[src/rtl/ram_arb_pkg.sv]
// Shared types and constants for the two-client RAM access arbiter.
package ram_arb_pkg;

  typedef enum logic [2:0] {
    StIdle,
    StWr,
    StRdReq,
    StRdWait,
    StRdAck,
    StDone
  } state_e;

  localparam logic CLI_A = 1'b0;
  localparam logic CLI_C = 1'b1;

  localparam int unsigned DefAddrW = 26;
  localparam int unsigned DefDataW = 8;

  // Read data returned to a client whose read timed out.
  localparam logic [7:0] TimeoutRdata = 8'hFF;

endpackage

[src/rtl/ram_access_arbiter_if.sv]
// Client and RAM-side handshake bundle of the RAM access arbiter.
interface ram_access_arbiter_if
  import ram_arb_pkg::*;
#(
  parameter int unsigned ADDR_W = DefAddrW,
  parameter int unsigned DATA_W = DefDataW
) ();

  logic              a_req;
  logic              a_we;
  logic [ADDR_W-1:0] a_addr;
  logic [DATA_W-1:0] a_wdata;
  logic              a_ack;
  logic [DATA_W-1:0] a_rdata;

  logic              c_req;
  logic              c_we;
  logic [ADDR_W-1:0] c_addr;
  logic [DATA_W-1:0] c_wdata;
  logic              c_ack;
  logic [DATA_W-1:0] c_rdata;

  logic              ram_rdy;
  logic              ram_rd_data_pres;
  logic [DATA_W-1:0] ram_data_out;
  logic [ADDR_W-1:0] ram_address;
  logic [DATA_W-1:0] ram_data_in;
  logic              ram_write_enable;
  logic              ram_read_request;
  logic              ram_read_ack;

  // Arbiter view.
  modport slave (
    input  a_req, a_we, a_addr, a_wdata,
    output a_ack, a_rdata,
    input  c_req, c_we, c_addr, c_wdata,
    output c_ack, c_rdata,
    input  ram_rdy, ram_rd_data_pres, ram_data_out,
    output ram_address, ram_data_in, ram_write_enable, ram_read_request, ram_read_ack
  );

  // Clients plus RAM wrapper view.
  modport master (
    output a_req, a_we, a_addr, a_wdata,
    input  a_ack, a_rdata,
    output c_req, c_we, c_addr, c_wdata,
    input  c_ack, c_rdata,
    output ram_rdy, ram_rd_data_pres, ram_data_out,
    input  ram_address, ram_data_in, ram_write_enable, ram_read_request, ram_read_ack
  );

endinterface

[src/rtl/ram_arb_rr.sv]
// Two-way round-robin picker; on a tie grants the client that was not granted last.
module ram_arb_rr
  import ram_arb_pkg::*;
(
  input  logic       clk,
  input  logic       reset,
  input  logic [1:0] req,
  input  logic       grant_en,
  output logic [1:0] grant
);

  logic last_q;

  always_comb begin
    grant = 2'b00;
    if (grant_en) begin
      if (req == 2'b11) begin
        grant = (last_q == CLI_A) ? 2'b10 : 2'b01;
      end else begin
        grant = req;
      end
    end
  end

  always_ff @(posedge clk) begin
    if (!reset) begin
      last_q <= CLI_C;
    end else if (|grant) begin
      last_q <= grant[1];
    end
  end

endmodule

[src/rtl/ram_access_arbiter.sv]
// Round-robin arbiter sharing one byte-wide RAM port between audio (A) and control (C).
// Define RAM_ARB_TIMEOUT_EN to bound the read wait and flag timeouts on err.
module ram_access_arbiter
  import ram_arb_pkg::*;
#(
  parameter int unsigned ADDR_W         = DefAddrW,
  parameter int unsigned DATA_W         = DefDataW,
  parameter int unsigned TIMEOUT_CYCLES = 1024
) (
  input  logic                 clk,
  input  logic                 reset,
  ram_access_arbiter_if.slave  bus,
  output logic                 busy,
  output logic                 err
);

  state_e            state_q;
  logic              cli_q;
  logic [1:0]        req_vec;
  logic [1:0]        grant;
  logic              grant_en;
  logic              sel_we;
  logic [ADDR_W-1:0] sel_addr;
  logic [DATA_W-1:0] sel_wdata;

  assign req_vec  = {bus.c_req, bus.a_req};
  assign grant_en = (state_q == StIdle) && bus.ram_rdy;

  ram_arb_rr u_rr (
    .clk      (clk),
    .reset    (reset),
    .req      (req_vec),
    .grant_en (grant_en),
    .grant    (grant)
  );

  assign sel_we    = grant[1] ? bus.c_we    : bus.a_we;
  assign sel_addr  = grant[1] ? bus.c_addr  : bus.a_addr;
  assign sel_wdata = grant[1] ? bus.c_wdata : bus.a_wdata;

  assign busy = (state_q != StIdle);

`ifdef RAM_ARB_TIMEOUT_EN
  localparam logic [10:0] TimeoutLast = 11'(TIMEOUT_CYCLES - 1);
  logic [10:0] tmo_cnt_q;
  logic        err_q;
  assign err = err_q;
`else
  assign err = 1'b0;
`endif

  always_ff @(posedge clk) begin
    if (!reset) begin
      state_q              <= StIdle;
      cli_q                <= CLI_A;
      bus.ram_address      <= '0;
      bus.ram_data_in      <= '0;
      bus.ram_write_enable <= 1'b0;
      bus.ram_read_request <= 1'b0;
      bus.ram_read_ack     <= 1'b0;
      bus.a_ack            <= 1'b0;
      bus.c_ack            <= 1'b0;
      bus.a_rdata          <= '0;
      bus.c_rdata          <= '0;
`ifdef RAM_ARB_TIMEOUT_EN
      tmo_cnt_q            <= '0;
      err_q                <= 1'b0;
`endif
    end else begin
      // Strobes are single-cycle unless re-asserted below.
      bus.ram_write_enable <= 1'b0;
      bus.ram_read_request <= 1'b0;
      bus.ram_read_ack     <= 1'b0;
      bus.a_ack            <= 1'b0;
      bus.c_ack            <= 1'b0;

      unique case (state_q)
        StIdle: begin
          if (|grant) begin
            cli_q           <= grant[1];
            bus.ram_address <= sel_addr;
            bus.ram_data_in <= sel_wdata;
            if (sel_we) begin
              bus.ram_write_enable <= 1'b1;
              state_q              <= StWr;
            end else begin
              bus.ram_read_request <= 1'b1;
              state_q              <= StRdReq;
            end
          end
        end

        StWr: begin
          bus.a_ack <= (cli_q == CLI_A);
          bus.c_ack <= (cli_q == CLI_C);
          state_q   <= StDone;
        end

        StRdReq: begin
`ifdef RAM_ARB_TIMEOUT_EN
          tmo_cnt_q <= '0;
`endif
          state_q <= StRdWait;
        end

        StRdWait: begin
          if (bus.ram_rd_data_pres) begin
            if (cli_q == CLI_C) begin
              bus.c_rdata <= bus.ram_data_out;
            end else begin
              bus.a_rdata <= bus.ram_data_out;
            end
            bus.ram_read_ack <= 1'b1;
            bus.a_ack        <= (cli_q == CLI_A);
            bus.c_ack        <= (cli_q == CLI_C);
            state_q          <= StRdAck;
          end
`ifdef RAM_ARB_TIMEOUT_EN
          else if (tmo_cnt_q == TimeoutLast) begin
            // Give up: complete the client with the poison byte, no RAM read ack.
            if (cli_q == CLI_C) begin
              bus.c_rdata <= DATA_W'(TimeoutRdata);
            end else begin
              bus.a_rdata <= DATA_W'(TimeoutRdata);
            end
            err_q     <= 1'b1;
            bus.a_ack <= (cli_q == CLI_A);
            bus.c_ack <= (cli_q == CLI_C);
            state_q   <= StDone;
          end else begin
            tmo_cnt_q <= tmo_cnt_q + 11'd1;
          end
`endif
        end

        StRdAck: state_q <= StIdle;
        StDone:  state_q <= StIdle;
        default: state_q <= StIdle;
      endcase
    end
  end

endmodule

[src/flat_wrapper.sv]
// flat-port wrapper written by rule: the top's interface ports become plain ports
module ram_access_arbiter_flat import ram_arb_pkg::*;
#(
  parameter int unsigned ADDR_W         = DefAddrW,
  parameter int unsigned DATA_W         = DefDataW,
  parameter int unsigned TIMEOUT_CYCLES = 1024
)
  (clk, reset, busy, err, bus_a_req, bus_a_we, bus_a_addr, bus_a_wdata, bus_a_ack, bus_a_rdata, bus_c_req, bus_c_we, bus_c_addr, bus_c_wdata, bus_c_ack, bus_c_rdata, bus_ram_rdy, bus_ram_rd_data_pres, bus_ram_data_out, bus_ram_address, bus_ram_data_in, bus_ram_write_enable, bus_ram_read_request, bus_ram_read_ack);
  ram_access_arbiter_if #(.ADDR_W(ADDR_W), .DATA_W(DATA_W)) bus_i ();
  input  logic clk;
  input  logic reset;
  output logic busy;
  output logic err;
  input wire logic [$bits(bus_i.a_req)-1:0] bus_a_req;
  input wire logic [$bits(bus_i.a_we)-1:0] bus_a_we;
  input wire logic [$bits(bus_i.a_addr)-1:0] bus_a_addr;
  input wire logic [$bits(bus_i.a_wdata)-1:0] bus_a_wdata;
  output wire logic [$bits(bus_i.a_ack)-1:0] bus_a_ack;
  output wire logic [$bits(bus_i.a_rdata)-1:0] bus_a_rdata;
  input wire logic [$bits(bus_i.c_req)-1:0] bus_c_req;
  input wire logic [$bits(bus_i.c_we)-1:0] bus_c_we;
  input wire logic [$bits(bus_i.c_addr)-1:0] bus_c_addr;
  input wire logic [$bits(bus_i.c_wdata)-1:0] bus_c_wdata;
  output wire logic [$bits(bus_i.c_ack)-1:0] bus_c_ack;
  output wire logic [$bits(bus_i.c_rdata)-1:0] bus_c_rdata;
  input wire logic [$bits(bus_i.ram_rdy)-1:0] bus_ram_rdy;
  input wire logic [$bits(bus_i.ram_rd_data_pres)-1:0] bus_ram_rd_data_pres;
  input wire logic [$bits(bus_i.ram_data_out)-1:0] bus_ram_data_out;
  output wire logic [$bits(bus_i.ram_address)-1:0] bus_ram_address;
  output wire logic [$bits(bus_i.ram_data_in)-1:0] bus_ram_data_in;
  output wire logic [$bits(bus_i.ram_write_enable)-1:0] bus_ram_write_enable;
  output wire logic [$bits(bus_i.ram_read_request)-1:0] bus_ram_read_request;
  output wire logic [$bits(bus_i.ram_read_ack)-1:0] bus_ram_read_ack;
  assign bus_i.a_req = bus_a_req;
  assign bus_i.a_we = bus_a_we;
  assign bus_i.a_addr = bus_a_addr;
  assign bus_i.a_wdata = bus_a_wdata;
  assign bus_a_ack = bus_i.a_ack;
  assign bus_a_rdata = bus_i.a_rdata;
  assign bus_i.c_req = bus_c_req;
  assign bus_i.c_we = bus_c_we;
  assign bus_i.c_addr = bus_c_addr;
  assign bus_i.c_wdata = bus_c_wdata;
  assign bus_c_ack = bus_i.c_ack;
  assign bus_c_rdata = bus_i.c_rdata;
  assign bus_i.ram_rdy = bus_ram_rdy;
  assign bus_i.ram_rd_data_pres = bus_ram_rd_data_pres;
  assign bus_i.ram_data_out = bus_ram_data_out;
  assign bus_ram_address = bus_i.ram_address;
  assign bus_ram_data_in = bus_i.ram_data_in;
  assign bus_ram_write_enable = bus_i.ram_write_enable;
  assign bus_ram_read_request = bus_i.ram_read_request;
  assign bus_ram_read_ack = bus_i.ram_read_ack;
  ram_access_arbiter #(.ADDR_W(ADDR_W), .DATA_W(DATA_W), .TIMEOUT_CYCLES(TIMEOUT_CYCLES)) u_core (.clk(clk), .reset(reset), .bus(bus_i), .busy(busy), .err(err));
endmodule
[config.mk]
export PLATFORM = sky130hd
export DESIGN_NAME = ram_access_arbiter_flat
export DESIGN_NICKNAME = d
export VERILOG_FILES = /design/src/rtl/ram_arb_pkg.sv /design/src/rtl/ram_access_arbiter_if.sv /design/src/rtl/ram_arb_rr.sv /design/src/rtl/ram_access_arbiter.sv /design/src/flat_wrapper.sv
export SDC_FILE = /design/constraint.sdc
export NUM_CORES = 1
export LEC_CHECK = 0
export BUFFER_PORTS_ARGS = -buffer_cell sky130_fd_sc_hd__buf_4
export CORE_MARGIN = 2
export CORE_UTILIZATION = 25
export DETAILED_ROUTE_END_ITERATION = 8
export RECOVER_POWER = 100
export SLEW_MARGIN = 20
export SYNTH_ARGS = -nofsm -noshare
export SYNTH_HDL_FRONTEND = slang
export SYNTH_SLANG_ARGS = --single-unit
[constraint.sdc]
create_clock -name clk -period 2.2 [get_ports clk]
set_input_delay 0.33 -clock clk [delete_from_list [all_inputs] [get_ports clk]]
set_output_delay 0.33 -clock clk [all_outputs]
set_load 0.02 [all_outputs]
== After elaboration in Yosys (flattened, before gate mapping) ==
Cells that the tools add are included.
Widths: inputs -> output; s select.

* Shift-type cells: 0
* Bitwise gates (word level): 1
* Magnitude comparators: 0
* Multiply operators: 0
* Divide/modulo/power cells: 0
* Eq/ne operators: 6
* Add/subtract/negate cells: 0
* Muxes and demuxes: 17
* Reduce and logical (&&, ||, !) cells: 10

{| class="wikitable"
|+ Operators by type and width
! cell !! number
|-
| $mux 26 || 1
|-
| $pmux 3 s4 || 1
|-
| $reduce_and 3->1 || 3
|-
| $mux 2 || 4
|-
| $mux 8 || 1
|-
| $eq 3x2->1 const B || 2
|-
| $mux 1 || 6
|-
| $mux 3 || 2
|-
| $reduce_and 2->1 || 3
|-
| $ne 2x2->1 const B || 2
|-
| $pmux 1 s2 || 2
|-
| $eq 3x1->1 const B || 1
|-
| $logic_not 3->1 || 1
|-
| $reduce_bool 3->1 || 1
|-
| $eq 2x2->1 const B || 1
|-
| $reduce_or 2->1 || 1
|-
| $logic_and 1x1->1 || 1
|-
| $not 1->1 || 1
|}

* Logic and storage cells: 46
* Memory bits (read-only): 0
* Bits in latches: 0
* Memories: 0
* Bits in writable memories: 0
* Output and inout bits: 57
* Register bits after elaboration: 60
* Bits of input ports: 84

== Depth between registers and ports, before layout ==
Gate-level depths: netlist of run 1.

* Word-level depth: 7
* Gate-level depth with buffers: 6

== Cells and area by module ==
A second synthesis of run 1 with hierarchy kept.

* Cell total of the unflattened synthesis: 263
* Area, all modules: 2651.3 um2

{| class="wikitable"
|+ By module, submodules not included
! module !! cells an instance !! area an instance (um2) !! times used
|-
| ram_access_arbiter || 255 || 2595.0 || 1
|-
| ram_arb_rr || 8 || 56.3 || 1
|}

== Worst setup path after synthesis of run 1 ==
OpenSTA, ideal clock, no wires.

* Path type: reg-to-reg
* From: reg u_core.state_q[2]
* To: reg u_core.bus.ram_address[16]
* Library setup time: 137 ps
* Data arrival time: 1455 ps
* Data required time: 2063 ps
* Path buffers: 1
* Period minus slack after synthesis: 1591 ps
* Cell stages (with the launch flop): 5
* Setup slack: 609 ps
* Path through: dfxtp_1 or4b_4 nor2_4 buf_1 a31oi_1

* Cells in the longest elaborated chain, start to end: 5
* Elaborated cells between the ends (all ways): 6
* Those cells by class: mux (2); reduce/logical (4)

{| class="wikitable"
|+ Ends and longest elaborated chain
! item !! RTL line !! RTL
|-
| start, declared || ram_access_arbiter.sv:17 || <nowiki>state_e state_q;</nowiki>
|-
| start signal, assigned || ram_access_arbiter.sv:54 || <nowiki>state_q <= StIdle;</nowiki>
|-
| start signal, assigned || ram_access_arbiter.sv:85 || <nowiki>state_q <= StWr;</nowiki>
|-
| start signal, assigned || ram_access_arbiter.sv:88 || <nowiki>state_q <= StRdReq;</nowiki>
|-
| $logic_not 3->1 (*) || ram_access_arbiter.sv:27, ram_access_arbiter.sv:77 ||
|-
| $logic_and 1x1->1 || ram_access_arbiter.sv:27 || <nowiki>assign grant_en = (state_q == StIdle) && bus.ram_rdy;</nowiki>
|-
| $mux 2 || ram_arb_rr.sv:16 || <nowiki>if (grant_en) begin</nowiki>
|-
| $reduce_or 2->1 || ram_access_arbiter.sv:79 || <nowiki>if (|grant) begin</nowiki>
|-
| $reduce_and 2->1 (no source line) || - ||
|-
| end signal, assigned || ram_access_arbiter.sv:81 || <nowiki>bus.ram_address <= sel_addr;</nowiki>
|-
| end, declared || ram_access_arbiter_if.sv:39 || <nowiki>output ram_address, ram_data_in, ram_write_enable, ram_read_request, ram_read_ack</nowiki>
|}

Every way passes the cells marked *; elsewhere a longest branch is shown, timed or not.
A chain may end at the register's enable or synchronous reset.

== Final worst setup path of run 1 ==
Same ends and word-level chain as after synthesis.

==> key figures, run 1 <==
Synthesis
  – Post-synth EDFFs: 0
  – Avg Cell Area, Syn: 7.87 µm²
  – Ys flop type: dfxtp_1
  – Post-synthesis mux area share: 0%
  – Synth Area in Simple Gates: 22.6%
  – Sequential fraction of the synthesis area: 49.6%
  – Synth Area in Compound Gates: 22.1%
  – Syn Nets: 392
  – Post-synth ARST share: 0%
  – Largest family of logic cells by synthesized area: simple AND/OR/NAND/NOR gates
  – Synth Area in Adders: 0%
  – Post-Syn Area: 0.00242 mm²
  – Flops & latches, synth: 60
  – Post-Syn Instances: 308
  – Post-Synth XOR/XNOR Area: 0%
  – Yosys cell types: 27
  – Yosys Warn Count: 0

Clock network
  – Later-pin clock latency in the skew report: 330 ps
  – CTS tree: built
  – CTS Buf Count: 9
  – Post-cts resize count: 0
  – Clk sinks: 60
  – Setup bufs post-CTS: 0
  – Maximum clock path buffer count: 2
  – CTS Root Buffer Type: clkbuf_8
  – Clock Pin Slew Worst Setup and Hold Paths: 80 ps
  – H-Tree Depth: 3
  – Hold-fix buffers at CTS: 0

Route
  – Drt first pass iters: 4
  – Vias per cell: 4.47
  – DRT iter0 DRCs: 74
  – Routed vias: 2,556
  – Remaining DRCs: 0
  – Routed Antenna Nets: 0
  – Post-DR wirelength/cell: 12.5 µm
  – Routed WL: 7160 µm

Worst setup path
  – Startpoint Class: flop
  – Worst-path maximum fanout: 71
  – CP endpoint kind: flop
  – Critical path type: reg -> reg
  – Required time of the critical path: 2450 ps
  – Critical Path AT: 2120 ps

STA
  – RSZ-0062 raised after global routing: no
  – Final TNS setup: 0 ps
  – Min Tclk post-route: 1870 ps
  – Slew Limit Fails: 0
  – Least-Margin Pin Slew: 911 ps
  – Final Hold Fails: 0
  – Final Cycle Share: 85.2%
  – Final setup violation count: 0
  – F_max: 0.534 GHz
  – Worst clock skew: 11.4 ps
  – Max-slew headroom: 39.2%

Power and ir drop
  – Power Density: 759 mW/mm²
  – VDD IR max: 0.265 mV
  – Leakage: 1.44 nW
  – Pwr Total: 0.00267 W

GRT
  – Tot GR Track Use: 13.7%
  – First-pass GRT wire length: 11,400 µm
  – Overflow left after global routing: 0
  – Antenna violations before repair: 0
  – Largest net degree at the start of global routing: 72
  – Vias in the first global route: 2,518

Floorplan
  – Row cnt: 35
  – Die Footprint: 0.0105 mm²
  – Die X: 102 µm
  – Die Y: 102 µm
  – Core ar.: 0.00933 mm²
  – Initial Utilization: 26.0%
  – I/O pins: 141

Placed design
  – Port Buffers: 139
  – RD Place Congestion: 0.761
  – Post-DP HPWL: 5070 µm

Hold path
  – Hold/Removal Path Class: in -> reg

Outcome
  – Status: completed

Cells and area
  – # nets final: 522
  – Antenna cells: 0
  – Layout cells sized above 1: 23.7%
  – P&R area growth vs syn: 45.1%

Flow run
  – Max-cap violations: 0
[worst max-delay path: stages, from the launching register on]
cell	delay, ps
dfxtp_1	360
or4b_1	660
nor2_4	170
buf_12	250
o21ai_0	110
a31oi_1	210
[final timing paths]
check / start / end / slack [ps] / cells after the start
worst max register to register: u_core.state_q[2] / u_core.bus.ram_address[16] / 330 / 5
worst max-delay path: u_core.state_q[2] / u_core.bus.ram_address[16] / 330 / 5
worst min-delay path: bus_ram_data_out[0] / u_core.bus.c_rdata[0] / 230 / 3
worst min register to register: u_core.cli_q / u_core.bus.a_ack / 450 / 1
[cell usage after synthesis (3+ instances only)]
cell type  count  area [µm²]
nor2_1         5        18.8
a31oi_1       34         213
clkbuf_1      10        37.5
dfxtp_1       60        1200
nand2_1       86         323
nand3_1       19        95.1
o21ai_1       11        55.1
a21oi_1        3        15.0
buf_4          7        52.6
o21ai_0       43         215
buf_2          6        30.0
[cells in the final DEF, fill, tap and decap left out, types with 3 or more instances in the layout]
cell type,netlist,layout
a21oi_1,3,3
a31oi_1,34,34
buf_4,7,83
clkbuf_1,10,58
clkbuf_8,0,10
clkinvlp_4,0,4
dfxtp_1,60,60
nand2_1,86,86
nand3_1,19,19
nor2_1,5,5
o21ai_0,43,43
o21ai_1,11,11
[state kept, by name, indices dropped and copies added, names as in the netlist]
name,count
u_core.state_q,3
u_core.bus.c_ack,1
u_core.bus.ram_address,26
u_core.bus.a_ack,1
u_core.bus.c_rdata,8
u_core.bus.a_rdata,8
u_core.cli_q,1
u_core.bus.ram_write_enable,1
u_core.bus.ram_read_ack,1
u_core.bus.ram_data_in,8
u_core.bus.ram_read_request,1
u_core.u_rr.last_q,1
[layout make-up]
cell class / instances / area [µm²]
inverters: 2 / 7.51
clock inverters: 6 / 40.0
multi-input cells: 221 / 1080
flip-flops and latches: 60 / 1200
clock buffers: 10 / 138
fillers: 1017 / 5810
repair buffers: 144 / 886
well taps: 129 / 161
[power breakdown]
group | total [W] | switching [W] | internal, W
Sequential | 0.00123 | 0.0000521 | 0.00118
Combinational | 0.000560 | 0.000337 | 0.000223
Clock | 0.000878 | 0.000443 | 0.000434
[stage by stage]
step                area [µm²]  hold WS [ps]  cells  utilization, %  worst slack, ps
CTS                       3740           217    572            40.1              426
floorplan                 2420           408    308               -              609
global route              3520           224    572            37.7              157
detailed placement        3560           445    556            38.2              440
global placement          3560           428    556            38.2              455
finish                    3520           235    572            37.7              326
[layer usage]
layer / global-route usage [%] / part of all wire (%)
met1: 15.8 / 44
met2: 23.8 / 49
met3: 5.13 / 6.2
met4: 3.90 / 0.84
met5: 0 / 0
[kinds of logic after synthesis]
kind of cell | Yosys count
buffers and inverters | 27
flip-flops | 60
AND/OR/NAND/NOR | 125
other | 1
AO/OA/AOI/OAI | 95
No activity file was read; power rests on OpenSTA's default activity.
==> run 2, diff against run 1 <==
--- a/config.mk
+++ b/config.mk
@@ -5,12 +5,13 @@
 export SDC_FILE = /design/constraint.sdc
 export NUM_CORES = 1
 export LEC_CHECK = 0
+export ABC_AREA = 1
 export BUFFER_PORTS_ARGS = -buffer_cell sky130_fd_sc_hd__buf_4
 export CORE_MARGIN = 2
 export CORE_UTILIZATION = 25
 export DETAILED_ROUTE_END_ITERATION = 8
 export RECOVER_POWER = 100
-export SLEW_MARGIN = 20
+export SLEW_MARGIN = 5
 export SYNTH_ARGS = -nofsm -noshare
 export SYNTH_HDL_FRONTEND = slang
 export SYNTH_SLANG_ARGS = --single-unit
==> run 2 against run 1 <==
  * Non-clock buffer count is 1 lower
  * Critical path depth is 3 higher
  * Routed wire length is 3.6% higher
  * Sequential power is 5% higher
  * Die area is 5.4% higher
  * Cell area is 1.3% higher
  * Flip-flop and latch count stayed put
  * Largest cell class unchanged
==> key figures, run 2 <==
Outcome
  – Status: completed

Placed design
  – Placement Setup Slack: 660 ps (+220 ps)
  – Post-DP HPWL: 5270 µm (+4.0%)
  – Placed Area: 0.00364 mm² (+2.2%)
  – Placed Cells: 572 (+2.9%)
  – RD Place Congestion: 0.767 (+0.76%)
  – Port Buffers: 139 (unchanged)

Cells and area
  – Layout cells sized above 1: 30.4% (+6.7 points)
  – P&R area growth vs syn: 39.1%
  – Post-Layout Cell Count: 587 (+2.6%)
  – # nets final: 534 (+2.3%)
  – Design area: 0.00356 mm² (+1.3%)
  – Antenna cells: 0 (unchanged)
  – Multi-input logic area: 0.00113 mm² (+4.0%)
  – Reg area: 0.00120 mm² (unchanged)
  – Most frequent cells in the layout: 88 x buf_4, 60 x dfxtp_1, 55 x clkbuf_1
  – Number of fill cells in the layout: 1,102 (+8.4%)
  – Reg with most FFs: u_core.bus.ram_address
  – Most common cell after layout, fill and taps aside: buf_4
  – Largest register FFs: 26 (unchanged)

Hold path
  – Worst Hold Depth: 3 (unchanged)
  – Hold path endpoint: u_core.bus.c_rdata[4]
  – Hold_sp: bus_ram_data_out[4]
  – Hold/Removal Path Class: in -> reg

Clock network
  – Later-pin clock latency in the skew report: 330 ps (about the same)
  – H-Tree Depth: 3 (unchanged)
  – Clk sinks: 60 (unchanged)
  – Hold-fix buffers at CTS: 0 (unchanged)
  – CTS tree: built
  – Post-cts resize count: 0 (unchanged)
  – Setup bufs post-CTS: 0 (unchanged)
  – CTS Buf Count: 9 (unchanged)
  – Clock Pin Slew Worst Setup and Hold Paths: 70 ps (about the same)
  – Maximum clock path buffer count: 2 (unchanged)
  – CTS Root Buffer Type: clkbuf_8

Route
  – Drt first pass iters: 4 (unchanged)
  – Routed Antenna Nets: 0 (unchanged)
  – Vias per cell: 4.39 (-1.8%)
  – Post-DR wirelength/cell: 12.6 µm (+0.93%)
  – DRT iter0 DRCs: 101 (+36%)
  – Routed WL: 7420 µm (+3.6%)
  – Remaining DRCs: 0 (unchanged)
  – Routed vias: 2,576 (+0.78%)

Floorplan
  – Initial Utilization: 26.0% (about the same)
  – Die Footprint: 0.0111 mm² (+5.4%)
  – Row cnt: 36 (+2.9%)
  – Die Y: 105 µm (+2.7%)
  – Die X: 105 µm (+2.7%)
  – I/O pins: 141 (unchanged)
  – Core ar.: 0.00986 mm² (+5.8%)

STA
  – Slew Limit Fails: 0 (unchanged)
  – Worst setup margin: 519 ps (+193 ps)
  – RSZ-0062 raised after global routing: no
  – Worst clock skew: 11.2 ps (-0.109 ps)
  – Least-Margin Pin Slew: 637 ps (-275 ps)
  – Final setup violation count: 0 (unchanged)
  – Final Cycle Share: 76.4% (-8.8 points)
  – Max-slew headroom: 57.5% (+18 points)
  – F_max: 0.595 GHz (+11%)
  – Final TNS setup: 0 ps (unchanged)
  – Final Hold Fails: 0 (unchanged)
  – Min Tclk post-route: 1680 ps (-193 ps)

Synthesis
  – Avg Cell Area, Syn: 8.08 µm² (+2.7%)
  – Post-synth ARST share: 0% (unchanged)
  – Largest cells by area after synthesis: dfxtp_1 47%, o21ai_0 9.0%, a31oi_1 8.5%
  – Post-Syn Instances: 317 (+2.9%)
  – Ys flop type: dfxtp_1
  – Sequential fraction of the synthesis area: 46.9% (-2.7 points)
  – Post-Syn Area: 0.00256 mm² (+5.7%)
  – Yosys cell types: 26 (-3.7%)
  – Syn Nets: 401 (+2.3%)
  – Yosys Warn Count: 0 (unchanged)
  – Post-synth EDFFs: 0 (unchanged)
  – Leading area contributor after synthesis: dfxtp_1
  – Synth top area share: 46.9% (-2.7 points)
  – Most common cell in the netlist: dfxtp_1
  – Flops & latches, synth: 60 (unchanged)
  – Top post-synthesis cells by count: 60 x dfxtp_1, 51 x nand2_1, 46 x o21ai_0

Worst setup path
  – Critical Path AT: 1940 ps (-180 ps)
  – Worst-path maximum fanout: 20 (-72%)
  – CP endpoint kind: flop
  – Startpoint Class: flop
  – R2r worst-path depth: 8 (+3)
  – Reg2Reg Setup Slack: 520 ps (+190 ps)
  – R2R Path Start: u_core.state_q[2]
  – Crit Reg-Reg Endpoint: u_core.state_q[1]
  – Required time of the critical path: 2460 ps (about the same)
  – Critical path type: reg -> reg

GRT
  – Overflow left after global routing: 0 (unchanged)
  – Met1 usage: 16.7% (+0.88 points)
  – Antenna violations before repair: 0 (unchanged)
  – GR Util met2: 21.3% (-2.5 points)
  – Met3 Usage GRT: 4.39% (-0.74 points)
  – Tot GR Track Use: 13.6% (-0.11 points)
  – Largest net degree at the start of global routing: 57 (-21%)
  – Vias in the first global route: 2,515 (-0.12%)
  – Most used routing layer: met2
  – First-pass GRT wire length: 12,100 µm (+6.2%)

Power and ir drop
  – Pwr Total: 0.00286 W (+7.3%)
  – Leakage: 1.57 nW (+9.3%)
  – VDD IR max: 0.249 mV (-5.7%)
  – Power Density: 803 mW/mm² (+5.9%)

Flow run
  – Max-cap violations: 0 (unchanged)
-- run 2: critical path, cell delays in order (launching register included) --
cell and delay, ps:
dfxtp_1 330, nor2_1 240, nand3_1 180, nor2_4 140, buf_4 310, nand2_1 70
o21ai_0 130, nand2_1 80, a21oi_1 130
-- run 2: cells by family after synthesis --
logic type	synth area share [%]
compound gates	19.9
simple gates	25.2
flops	46.9
buf+inv	7.91
other cells	0.146
-- run 2: cell type report --
cell class                 count  area share (%)
clock buffer                   9            3.48
clock inverter                 6           0.913
tap                          133            4.67
timing repair buffer         143            24.3
inverter                      12            1.26
multi-input combinational    224            31.6
sequential                    60            33.7
-- run 2: routing by layer --
layer  share of wire (%)  vias up
li1                    -     1326
met1                  44     1146
met2                  47       87
met3                 6.8       17
met4                 2.6        0
met5                   0        -
-- run 2: worst max path at each step --
stage,startpoint,end,slack [ps],cells past startpoint
3_5_place_dp,bus_a_req,u_core.bus.ram_address[10],660,7
4_1_cts,u_core.state_q[2],u_core.state_q[1],680,8
5_1_grt,u_core.state_q[2],u_core.state_q[1],300,8
6_report,u_core.state_q[2],u_core.state_q[1],520,8
3_3_place_gp,bus_a_req,u_core.bus.ram_address[16],680,7
2_1_floorplan,u_core.state_q[0],u_core.bus.a_rdata[0],1000,9
-- run 2: metrics by stage --
step,hold WS (ps),util [%]
4_1_cts,211,38.5
3_5_place_dp,475,36.9
6_report,224,36.1
2_1_floorplan,429,-
5_1_grt,214,36.1
3_3_place_gp,445,36.9
-- run 2: where the power goes --
part           switching, W  total [W]  internal (W)
Clock              0.000429   0.000820      0.000391
Combinational      0.000489   0.000757      0.000267
Sequential        0.0000679    0.00129       0.00122
